--- config.mk ---
export PLATFORM = sky130hd
export DESIGN_NAME = uart_fifo_bridge
export DESIGN_NICKNAME = d
export VERILOG_FILES = /design/src/rtl/uart_pkg.sv /design/src/rtl/uart_sync_fifo.sv /design/src/rtl/uart_fifo_bridge.sv
export SDC_FILE = /design/constraint.sdc
export NUM_CORES = 1
export LEC_CHECK = 0
export CAP_MARGIN = 20
export CELL_PAD_IN_SITES_DETAIL_PLACEMENT = 0
export CELL_PAD_IN_SITES_GLOBAL_PLACEMENT = 1
export CORE_MARGIN = 2
export CORE_UTILIZATION = 45
export DETAILED_ROUTE_END_ITERATION = 7
export PLACE_DENSITY_LB_ADDON = 0.1
export SLEW_MARGIN = 10
export SYNTH_ARGS = -nofsm -noshare
export SYNTH_HDL_FRONTEND = slang
export SYNTH_HIERARCHICAL = 1
export SYNTH_SLANG_ARGS = --single-unit
--- constraint.sdc ---
create_clock -name clk -period 4.3 [get_ports clk]
set_input_delay 0.86 -clock clk [delete_from_list [all_inputs] [get_ports clk]]
set_output_delay 0.86 -clock clk [all_outputs]
set_load 0.02 [all_outputs]
--- src/rtl/uart_pkg.sv ---
// Shared definitions for the UART FIFO bridge.
//   UART_DATA_W  : byte width carried through both FIFOs and the core interface
//   tx_state_t   : TX launcher state encoding with TX_IDLE / TX_WAIT_BUSY / TX_WAIT_DONE
package uart_pkg;

  localparam int unsigned UART_DATA_W = 8;

  typedef logic [1:0] tx_state_t;

  localparam tx_state_t TX_IDLE      = 2'd0;
  localparam tx_state_t TX_WAIT_BUSY = 2'd1;
  localparam tx_state_t TX_WAIT_DONE = 2'd2;

endpackage

--- src/rtl/uart_sync_fifo.sv ---
// Single-clock first-word-fall-through FIFO with occupancy count.
// Ports:
//   clk, rstn     : clock, asynchronous active-low reset (empties FIFO, pointers to 0)
//   push, wdata   : write request and data; dropped when full unless a pop happens in the same cycle
//   pop           : read request; ignored when empty
//   rdata         : current head entry (valid while !empty)
//   full, empty   : status
//   count         : occupancy, 0..2**DEPTH_LOG2
module uart_sync_fifo #(
  parameter int unsigned WIDTH      = 8,
  parameter int unsigned DEPTH_LOG2 = 4
) (
  input  logic                  clk,
  input  logic                  rstn,
  input  logic                  push,
  input  logic [WIDTH-1:0]      wdata,
  input  logic                  pop,
  output logic [WIDTH-1:0]      rdata,
  output logic                  full,
  output logic                  empty,
  output logic [DEPTH_LOG2:0]   count
);

  localparam int unsigned DEPTH = 1 << DEPTH_LOG2;

  localparam logic [DEPTH_LOG2-1:0] PTR_ONE    = DEPTH_LOG2'(1);
  localparam logic [DEPTH_LOG2:0]   CNT_ONE    = (DEPTH_LOG2 + 1)'(1);
  localparam logic [DEPTH_LOG2:0]   FULL_COUNT = (DEPTH_LOG2 + 1)'(DEPTH);

  logic [WIDTH-1:0]      mem_q [DEPTH];
  logic [DEPTH_LOG2-1:0] wr_ptr_q, rd_ptr_q;
  logic [DEPTH_LOG2:0]   count_q, count_d;
  logic                  do_push, do_pop;

  assign empty = (count_q == '0);
  assign full  = (count_q == FULL_COUNT);
  assign count = count_q;
  assign rdata = mem_q[rd_ptr_q];

  // A push into a full FIFO is accepted when the head leaves in the same cycle.
  assign do_pop  = pop & ~empty;
  assign do_push = push & (~full | do_pop);

  always_comb begin
    count_d = count_q;
    unique case ({do_push, do_pop})
      2'b10:   count_d = count_q + CNT_ONE;
      2'b01:   count_d = count_q - CNT_ONE;
      default: count_d = count_q;
    endcase
  end

  always_ff @(posedge clk or negedge rstn) begin
    if (!rstn) begin
      wr_ptr_q <= '0;
      rd_ptr_q <= '0;
      count_q  <= '0;
      for (int i = 0; i < DEPTH; i++) begin
        mem_q[i] <= '0;
      end
    end else begin
      count_q <= count_d;
      if (do_push) begin
        mem_q[wr_ptr_q] <= wdata;
        wr_ptr_q        <= wr_ptr_q + PTR_ONE;
      end
      if (do_pop) begin
        rd_ptr_q <= rd_ptr_q + PTR_ONE;
      end
    end
  end

endmodule

--- src/rtl/uart_fifo_bridge.sv ---
// Byte buffering between the CPU register interface and the uart core.
// Ports:
//   clk, rstn                 : clock shared with the core, asynchronous active-low reset
//   tx_wr, tx_wdata           : push a byte into the TX FIFO
//   tx_full, tx_count         : TX FIFO status
//   rx_rd                     : pop the RX FIFO head
//   rx_rdata, rx_empty,
//   rx_count                  : RX FIFO head (fall-through) and status
//   clr_status                : clear the sticky error flags
//   tx_overrun, rx_overflow,
//   rx_frame_err              : sticky error flags
//   uart_transmit, uart_tx_byte : launch handshake to the core transmitter
//   uart_is_tx                : core transmitter busy
//   uart_received, uart_rx_byte,
//   uart_recv_error           : core receiver outputs, held until acknowledged
//   uart_recv_ack             : one-cycle acknowledge to the core receiver
module uart_fifo_bridge
  import uart_pkg::*;
#(
  parameter int unsigned DEPTH_LOG2 = 4
) (
  input  logic                   clk,
  input  logic                   rstn,
  input  logic                   tx_wr,
  input  logic [UART_DATA_W-1:0] tx_wdata,
  output logic                   tx_full,
  output logic [DEPTH_LOG2:0]    tx_count,
  input  logic                   rx_rd,
  output logic [UART_DATA_W-1:0] rx_rdata,
  output logic                   rx_empty,
  output logic [DEPTH_LOG2:0]    rx_count,
  input  logic                   clr_status,
  output logic                   tx_overrun,
  output logic                   rx_overflow,
  output logic                   rx_frame_err,
  output logic                   uart_transmit,
  output logic [UART_DATA_W-1:0] uart_tx_byte,
  input  logic                   uart_is_tx,
  input  logic                   uart_received,
  input  logic [UART_DATA_W-1:0] uart_rx_byte,
  input  logic                   uart_recv_error,
  output logic                   uart_recv_ack
);

  // ---------------------------------------------------------------------------
  // TX FIFO and launcher
  // ---------------------------------------------------------------------------
  logic                   tx_empty, tx_push, tx_pop, launch;
  logic [UART_DATA_W-1:0] tx_head;
  tx_state_t              tx_state_q, tx_state_d;
  logic                   transmit_q;
  logic [UART_DATA_W-1:0] tx_byte_q;

  // A write into a full TX FIFO is always dropped, even if the launcher pops that cycle.
  assign tx_push = tx_wr & ~tx_full;

  uart_sync_fifo #(
    .WIDTH      (UART_DATA_W),
    .DEPTH_LOG2 (DEPTH_LOG2)
  ) u_tx_fifo (
    .clk   (clk),
    .rstn  (rstn),
    .push  (tx_push),
    .wdata (tx_wdata),
    .pop   (tx_pop),
    .rdata (tx_head),
    .full  (tx_full),
    .empty (tx_empty),
    .count (tx_count)
  );

  always_comb begin
    tx_state_d = tx_state_q;
    launch     = 1'b0;
    unique case (tx_state_q)
      TX_IDLE: begin
        if (!tx_empty && !uart_is_tx) begin
          launch     = 1'b1;
          tx_state_d = TX_WAIT_BUSY;
        end
      end
      TX_WAIT_BUSY: if (uart_is_tx)  tx_state_d = TX_WAIT_DONE;
      TX_WAIT_DONE: if (!uart_is_tx) tx_state_d = TX_IDLE;
      default:      tx_state_d = TX_IDLE;
    endcase
  end

  assign tx_pop = launch;

  always_ff @(posedge clk or negedge rstn) begin
    if (!rstn) begin
      tx_state_q <= TX_IDLE;
      transmit_q <= 1'b0;
      tx_byte_q  <= '0;
    end else begin
      tx_state_q <= tx_state_d;
      transmit_q <= launch;
      if (launch) begin
        tx_byte_q <= tx_head;
      end
    end
  end

  assign uart_transmit = transmit_q;
  assign uart_tx_byte  = tx_byte_q;

  // ---------------------------------------------------------------------------
  // RX capture and acknowledge
  // ---------------------------------------------------------------------------
  logic rx_full, rx_take, err_take, ack_q;
  logic overflow_set, frame_set, overrun_set;
  logic overrun_q, overflow_q, frame_q;

  // While ack is high the core still shows the old byte; it drops received at the end of
  // the ack cycle, so ack_q masks a second capture of the same byte.
  assign rx_take  = uart_received & ~ack_q;
  assign err_take = uart_recv_error & ~ack_q;

  uart_sync_fifo #(
    .WIDTH      (UART_DATA_W),
    .DEPTH_LOG2 (DEPTH_LOG2)
  ) u_rx_fifo (
    .clk   (clk),
    .rstn  (rstn),
    .push  (rx_take),
    .wdata (uart_rx_byte),
    .pop   (rx_rd),
    .rdata (rx_rdata),
    .full  (rx_full),
    .empty (rx_empty),
    .count (rx_count)
  );

  // Full implies non-empty, so a simultaneous rx_rd always frees a slot.
  assign overflow_set = rx_take & rx_full & ~rx_rd;
  assign frame_set    = err_take;
  assign overrun_set  = tx_wr & tx_full;

  always_ff @(posedge clk or negedge rstn) begin
    if (!rstn) begin
      ack_q      <= 1'b0;
      overrun_q  <= 1'b0;
      overflow_q <= 1'b0;
      frame_q    <= 1'b0;
    end else begin
      ack_q      <= rx_take | err_take;
      // Set beats clear when both happen in one cycle.
      overrun_q  <= overrun_set  | (overrun_q  & ~clr_status);
      overflow_q <= overflow_set | (overflow_q & ~clr_status);
      frame_q    <= frame_set    | (frame_q    & ~clr_status);
    end
  end

  assign uart_recv_ack = ack_q;
  assign tx_overrun    = overrun_q;
  assign rx_overflow   = overflow_q;
  assign rx_frame_err  = frame_q;

endmodule

==> results of run 1 <==
-- critical path, stage by stage, from the launching register on --
cell and delay (ns):
dfrtp_2 0.67, buf_12 0.28, mux4_2 0.56, mux4_2 0.51
clkdlybuf4s50_1 0.56
-- stage by stage --
stage,hold slack [ns],setup slack (ns),total power [W],instance area (um^2),util
after floorplan,0.459,0.416,0.00868,14400,-
after global placement,0.460,0.541,0.00991,15300,0.485
after detailed placement,0.479,0.442,0.0101,15300,0.485
after CTS,0.397,0.265,0.0132,16500,0.522
after global routing,0.421,0.169,0.0138,16500,0.522
final,0.360,0.334,0.0130,16500,0.522
-- sequential cells by signal (all words and copies together) (netlist names), 2 cells and up --
register / count
u_rx_fifo/mem_q: 128
u_tx_fifo/mem_q: 128
uart_tx_byte: 8
u_rx_fifo/count: 5
u_tx_fifo/count: 5
u_rx_fifo/rd_ptr_q: 4
u_rx_fifo/wr_ptr_q: 4
u_tx_fifo/rd_ptr_q: 4
u_tx_fifo/wr_ptr_q: 4
tx_state_q: 2
-- per-layer routing --
metal  up-vias  wire length [um]  part of all wire
met3        45              1030             0.034
met2       119             15400              0.51
met5         -                 0                 0
li1       3438                 -                 -
met4         0               510             0.017
met1      4146             13200              0.44
-- layout make-up --
type | count | area [um^2]
sequential | 297 | 7440
clock inverter | 10 | 136
multi-input combinational | 538 | 6610
fill | 2545 | 15100
clock buffer | 51 | 1030
timing repair buffer | 70 | 708
inverter | 17 | 63.8
tap | 402 | 503
-- cell families (layout without fill, tap and decap cells) --
logic type | Yosys count | after routing | share of synthesized area
XOR/XNOR | 19 | 19 | 0.0116
adder cells (fa/ha/maj) | 19 | 19 | 0.0176
AND/OR/NAND/NOR | 111 | 111 | 0.0517
multiplexers | 342 | 342 | 0.353
AO/OA/AOI/OAI | 47 | 47 | 0.0251
flip-flops | 297 | 297 | 0.516
buffers and inverters | 74 | 148 | 0.0249
-- how the worst max path moves through the flow --
stage                                      from            endpoint  slack (ns)  depth (start not counted)
after floorplan              u_tx_fifo/count[1]  u_tx_fifo/count[4]        0.42                         14
after global placement               uart_is_tx  u_tx_fifo/count[4]        0.54                         10
after detailed placement             uart_is_tx  u_tx_fifo/count[4]        0.44                         10
after CTS                 u_rx_fifo/rd_ptr_q[0]         rx_rdata[1]        0.26                          4
after global routing      u_rx_fifo/rd_ptr_q[0]         rx_rdata[1]        0.17                          4
final                     u_rx_fifo/rd_ptr_q[0]         rx_rdata[7]        0.33                          4
-- placed cells by master (no fill, tap or decap), types with 4 or more instances in the layout --
cell and count:
clkdlybuf4s50_1 55, a22oi_1 16, clkinv_2 4, buf_4 11
xnor2_1 12, inv_1 17, nor2_2 5, nor2b_1 8
clkbuf_1 7, nor3_4 9, or2_2 4, clkbuf_8 9
nor2_1 17, nand2_1 21, nand2b_1 5, o21ai_0 7
ha_1 17, and2_1 7, xor2_1 7, mux2_4 112
nand3_1 6, mux4_2 72, mux2_2 156, nand2_2 6
dfrtp_1 294, clkbuf_16 35
-- power by group --
| group | total (W) | internal (W) | leakage, nW | switching (W) |
|---|---|---|---|---|
| clock | 0.00297 | 0.00184 | 0.576 | 0.00114 |
| combinational | 0.00502 | 0.00305 | 2.85 | 0.00197 |
| sequential | 0.00506 | 0.00408 | 3.73 | 0.000979 |
| total | 0.0130 | 0.00896 | 7.15 | 0.00408 |
==> flow_summary.yaml, run 1 <==
critical_path:
  r2r_cells: 12
  crit_fanout: 22
  r2r_start: "u_tx_fifo/count[1]"
  critical_path_class: "flip-flop to primary output"
  start_kind: "flip-flop"
  worstPathRequired_ns: 3.44
  regToRegSetupSlack_ns: 0.67
  worst_setup_path_end_kind: "primary output"
  arrival_ns: 3.11
  reg2reg_to: "u_tx_fifo/count[4]"
cts:
  tritoncts: "built"
  clock-root-buffer: "clkbuf_16"
  clkSinkCount: 297
  cts-htree-levels: 2
  cts.clk_slew.worst_paths_ns: 0.06
  cts_resized: 0
  insertion_delay_ns: 0.51
  clk_path_buf_depth: 3
  hold_buffers: 0
  postCtsSetupBuffers: 0
  cts_made_buffers: 35
min_path:
  hold_class: "input pin to asynchronous set/reset pin"
placement:
  port_buffers: 56
  dp_hpwl_um: 20200
  dp.cells: 1324
  gp_congestion: 0.790
floorplan:
  dieWidth_um: 183
  die_area_um2: 33400
  rows: 65
  die_h_um: 183
  core_um2: 31600
  io-pin-count: 57
  start_util: 0.456
status:
  status: "completed"
logic_synthesis:
  synth_nets: 952
  synth_cell_types: 58
  synth_area_leaders: "dfrtp_1 52%, mux2_2 12%, mux2_4 12%"
  synth_ff_type: "dfrtp_1"
  ys_ff_latch: 297
  syn_area_um2: 14400
  synth_cells: 909
  syn_avg_cell_area_um2: 15.8
  yosysSeqAreaShare: 0.516
  synth.most_common_cell: "dfrtp_1"
  yosys.area.top_type: "dfrtp_1"
  ys_warn_count: 6
  async_flop_share: 1.00
  synth_edf_count: 0
  synthTopCellsByCount: "297 x dfrtp_1, 156 x mux2_2, 112 x mux2_4"
  synth_top_area_share: 0.516
drt:
  vias: 7748
  ant_nets: 0
  drc: 0
  avgRoutedWirePerCell_um: 21.8
  drt_pass1_iterations: 4
  drtIter0Drc: 435
  viasPerCell: 5.59
  wl_um: 30100
global_route:
  grt.overflow.total: 0
  grt_max_degree: 95
  grt.met2_usage: 0.320
  grt_pass1_wl_um: 49200
  use_met1: 0.255
  antenna_found_initial: 0
  top_usage_layer: "met2"
  grtUsageTotal: 0.188
  grt_pass1_vias: 8464
  use_met3: 0.0288
timing:
  setup_viol: 0
  min_period_ns: 3.97
  drv_slew: 0
  slew_headroom: 0.338
  rsz0062_at_grt: "false"
  period_share: 0.922
  tns_ns: 0
  hold_viol_final: 0
  max_freq_ghz: 0.252
  fin_skew_ns: 0.00978
  worst_slew_pin_slew_ns: 0.992
power:
  peakVddDrop_v: 0.000494
  power_density_nw_per_um2: 792
  p_leak_nw: 7.15
finish:
  antenna_cells: 0
  layout.nets: 1002
  drive_gt1_frac: 0.459
  area_growth_syn_to_layout_pct: 14.5
  layout.cells.non_filler: 1385
run:
  drv_cap: 0
Power figures use the tool's default switching activity.
==> inputs of run 2 (changes only) <==
--- a/config.mk
+++ b/config.mk
@@ -11,7 +11,7 @@
 export CORE_MARGIN = 2
 export CORE_UTILIZATION = 45
 export DETAILED_ROUTE_END_ITERATION = 7
-export PLACE_DENSITY_LB_ADDON = 0.1
+export PLACE_DENSITY = 0.73
 export SLEW_MARGIN = 10
 export SYNTH_ARGS = -nofsm -noshare
 export SYNTH_HDL_FRONTEND = slang
==> run 2 against run 1 <==
Against the previous run: global-route usage is 0.14 points higher; combinational power hardly changed; worst setup slack hardly changed; clock power is 3% lower; sequential share of layout area hardly changed; routed wire length is 0.29% higher; sequential power hardly changed; clock skew is 0.017 ns higher; first-iteration DRC count is 22% lower; highest routed layer unchanged.
==> flow_summary.yaml, run 2 (synthesis results as in run 1) <==
timing:
  tns_ns: 0
  min_period_ns: 3.97
  worst_slew_pin_slew_ns: 0.952
  slew_headroom: 0.365
  period_share: 0.922
  rsz0062_at_grt: "false"
  hold_viol_final: 0
  fin_skew_ns: 0.0272
  max_freq_ghz: 0.252
  setup_viol: 0
  drv_slew: 0
power:
  p_leak_nw: 7.15
  power_density_nw_per_um2: 787
  peakVddDrop_v: 0.000404
  switching_share: 0.316
  p_int_w: 0.00886
  finalPower_w: 0.0130
  power_switching_w: 0.00410
  pwr-share-seq: 0.390
  combPwrFrac: 0.387
  power.share.clock: 0.222
drt:
  viasPerCell: 5.58
  drtIter0Drc: 339
  drc: 0
  avgRoutedWirePerCell_um: 21.8
  ant_nets: 0
  drt_pass1_iterations: 5
  vias: 7734
  wl_um: 30200
critical_path:
  critical_path_class: "flip-flop to primary output"
  arrival_ns: 3.11
  worstPathRequired_ns: 3.44
  start_kind: "flip-flop"
  crit_fanout: 20
  worst_setup_path_end_kind: "primary output"
cts:
  cts.clk_slew.worst_paths_ns: 0.06
  clk_path_buf_depth: 3
  cts-htree-levels: 2
  cts_made_buffers: 35
  hold_buffers: 0
  postCtsSetupBuffers: 0
  insertion_delay_ns: 0.52
  clock-root-buffer: "clkbuf_16"
  cts_resized: 0
  tritoncts: "built"
  clkSinkCount: 297
status:
  status: "completed"
floorplan:
  die_h_um: 183
  dieWidth_um: 183
  io-pin-count: 57
  rows: 65
  core_um2: 31600
  start_util: 0.456
  die_area_um2: 33400
placement:
  gp_congestion: 0.759
  port_buffers: 56
  dp_hpwl_um: 19000
finish:
  layout_common_cells: "294 x dfrtp_1, 156 x mux2_2, 112 x mux2_4, 72 x mux4_2, 55 x clkdlybuf4s50_1"
  antenna_cells: 0
  area_growth_syn_to_layout_pct: 14.4
  final_common_cell: "dfrtp_1"
  layout.nets: 1007
  drive_gt1_frac: 0.460
global_route:
  grtUsageTotal: 0.189
  grt.overflow.total: 0
  grt_pass1_vias: 8375
  grt_pass1_wl_um: 49300
  grt_max_degree: 121
  antenna_found_initial: 0
min_path:
  hold_class: "input pin to asynchronous set/reset pin"
run:
  drv_cap: 0
==> run 2: cell count changes in the layout (fill, tap and decap cells not counted) <==
cell	previous run	this run
buf_4	11	16
inv_6	3	0
clkbuf_8	9	7
clkbuf_1	7	6
clkinv_2	4	3
bufinv_16	3	2
clkinv_8	0	2
clkinvlp_4	0	1
==> run 2: final cells by class <==
cell class              instances  area [um^2]
well taps                     402          503
fillers                      2636        15100
clock inverters                 8          115
clock buffers                  48          995
flip-flops and latches        297         7440
inverters                      17         63.8
repair buffers                 75          746
multi-input cells             538         6610
==> run 2: power by group through the flow <==
stage                     Combinational (W)  Sequential, W  Clock, W
after floorplan                     0.00399        0.00469         0
after global routing                0.00539        0.00525   0.00308
after detailed placement            0.00505        0.00508         0
final                               0.00502        0.00506   0.00288
after global placement              0.00497        0.00506         0
after CTS                           0.00507        0.00506   0.00295
==> run 2: worst paths after layout <==
| check | from | endpoint | slack (ns) | cells after the start |
|---|---|---|---|---|
| worst max register to register | u_tx_fifo/count[1] | u_tx_fifo/count[4] | 0.65 | 12 |
| min in group clk | uart_recv_ack | uart_recv_ack | 0.49 | 1 |
| worst min register to register | uart_recv_ack | uart_recv_ack | 0.49 | 1 |
| worst max-delay path | u_rx_fifo/rd_ptr_q[0] | rx_rdata[5] | 0.33 | 4 |
| max in group asynchronous | rstn | u_tx_fifo/mem_q[111] | 2.86 | 2 |
| worst min-delay path | rstn | u_tx_fifo/mem_q[52] | 0.42 | 1 |
==> run 2: routing by layer <==
metal / routed length [um] / up-vias / global-route usage
met1: 15000 / 4136 / 0.286
met5: 0 / - / 0
met3: 1160 / 35 / 0.0332
met4: 463 / 0 / 0.0445
met2: 13600 / 119 / 0.287
li1: - / 3444 / -
==> run 2: stage by stage <==
step                area, um^2  instances  worst slack, ns   util  hold WS (ns)
floorplan                14400        909            0.416      -         0.459
global route             16500       1385            0.196  0.522         0.510
global placement         15400       1329            0.467  0.487         0.476
CTS                      16500       1385            0.271  0.522         0.490
finish                   16500       1385            0.334  0.522         0.418
detailed placement       15400       1329            0.400  0.487         0.478
==> run 2: worst max-delay path, cell delays in order (launching register included) <==
cell and delay [ns]:
dfrtp_2 0.64, buf_12 0.26, mux4_2 0.57, mux4_2 0.51
clkdlybuf4s50_1 0.58
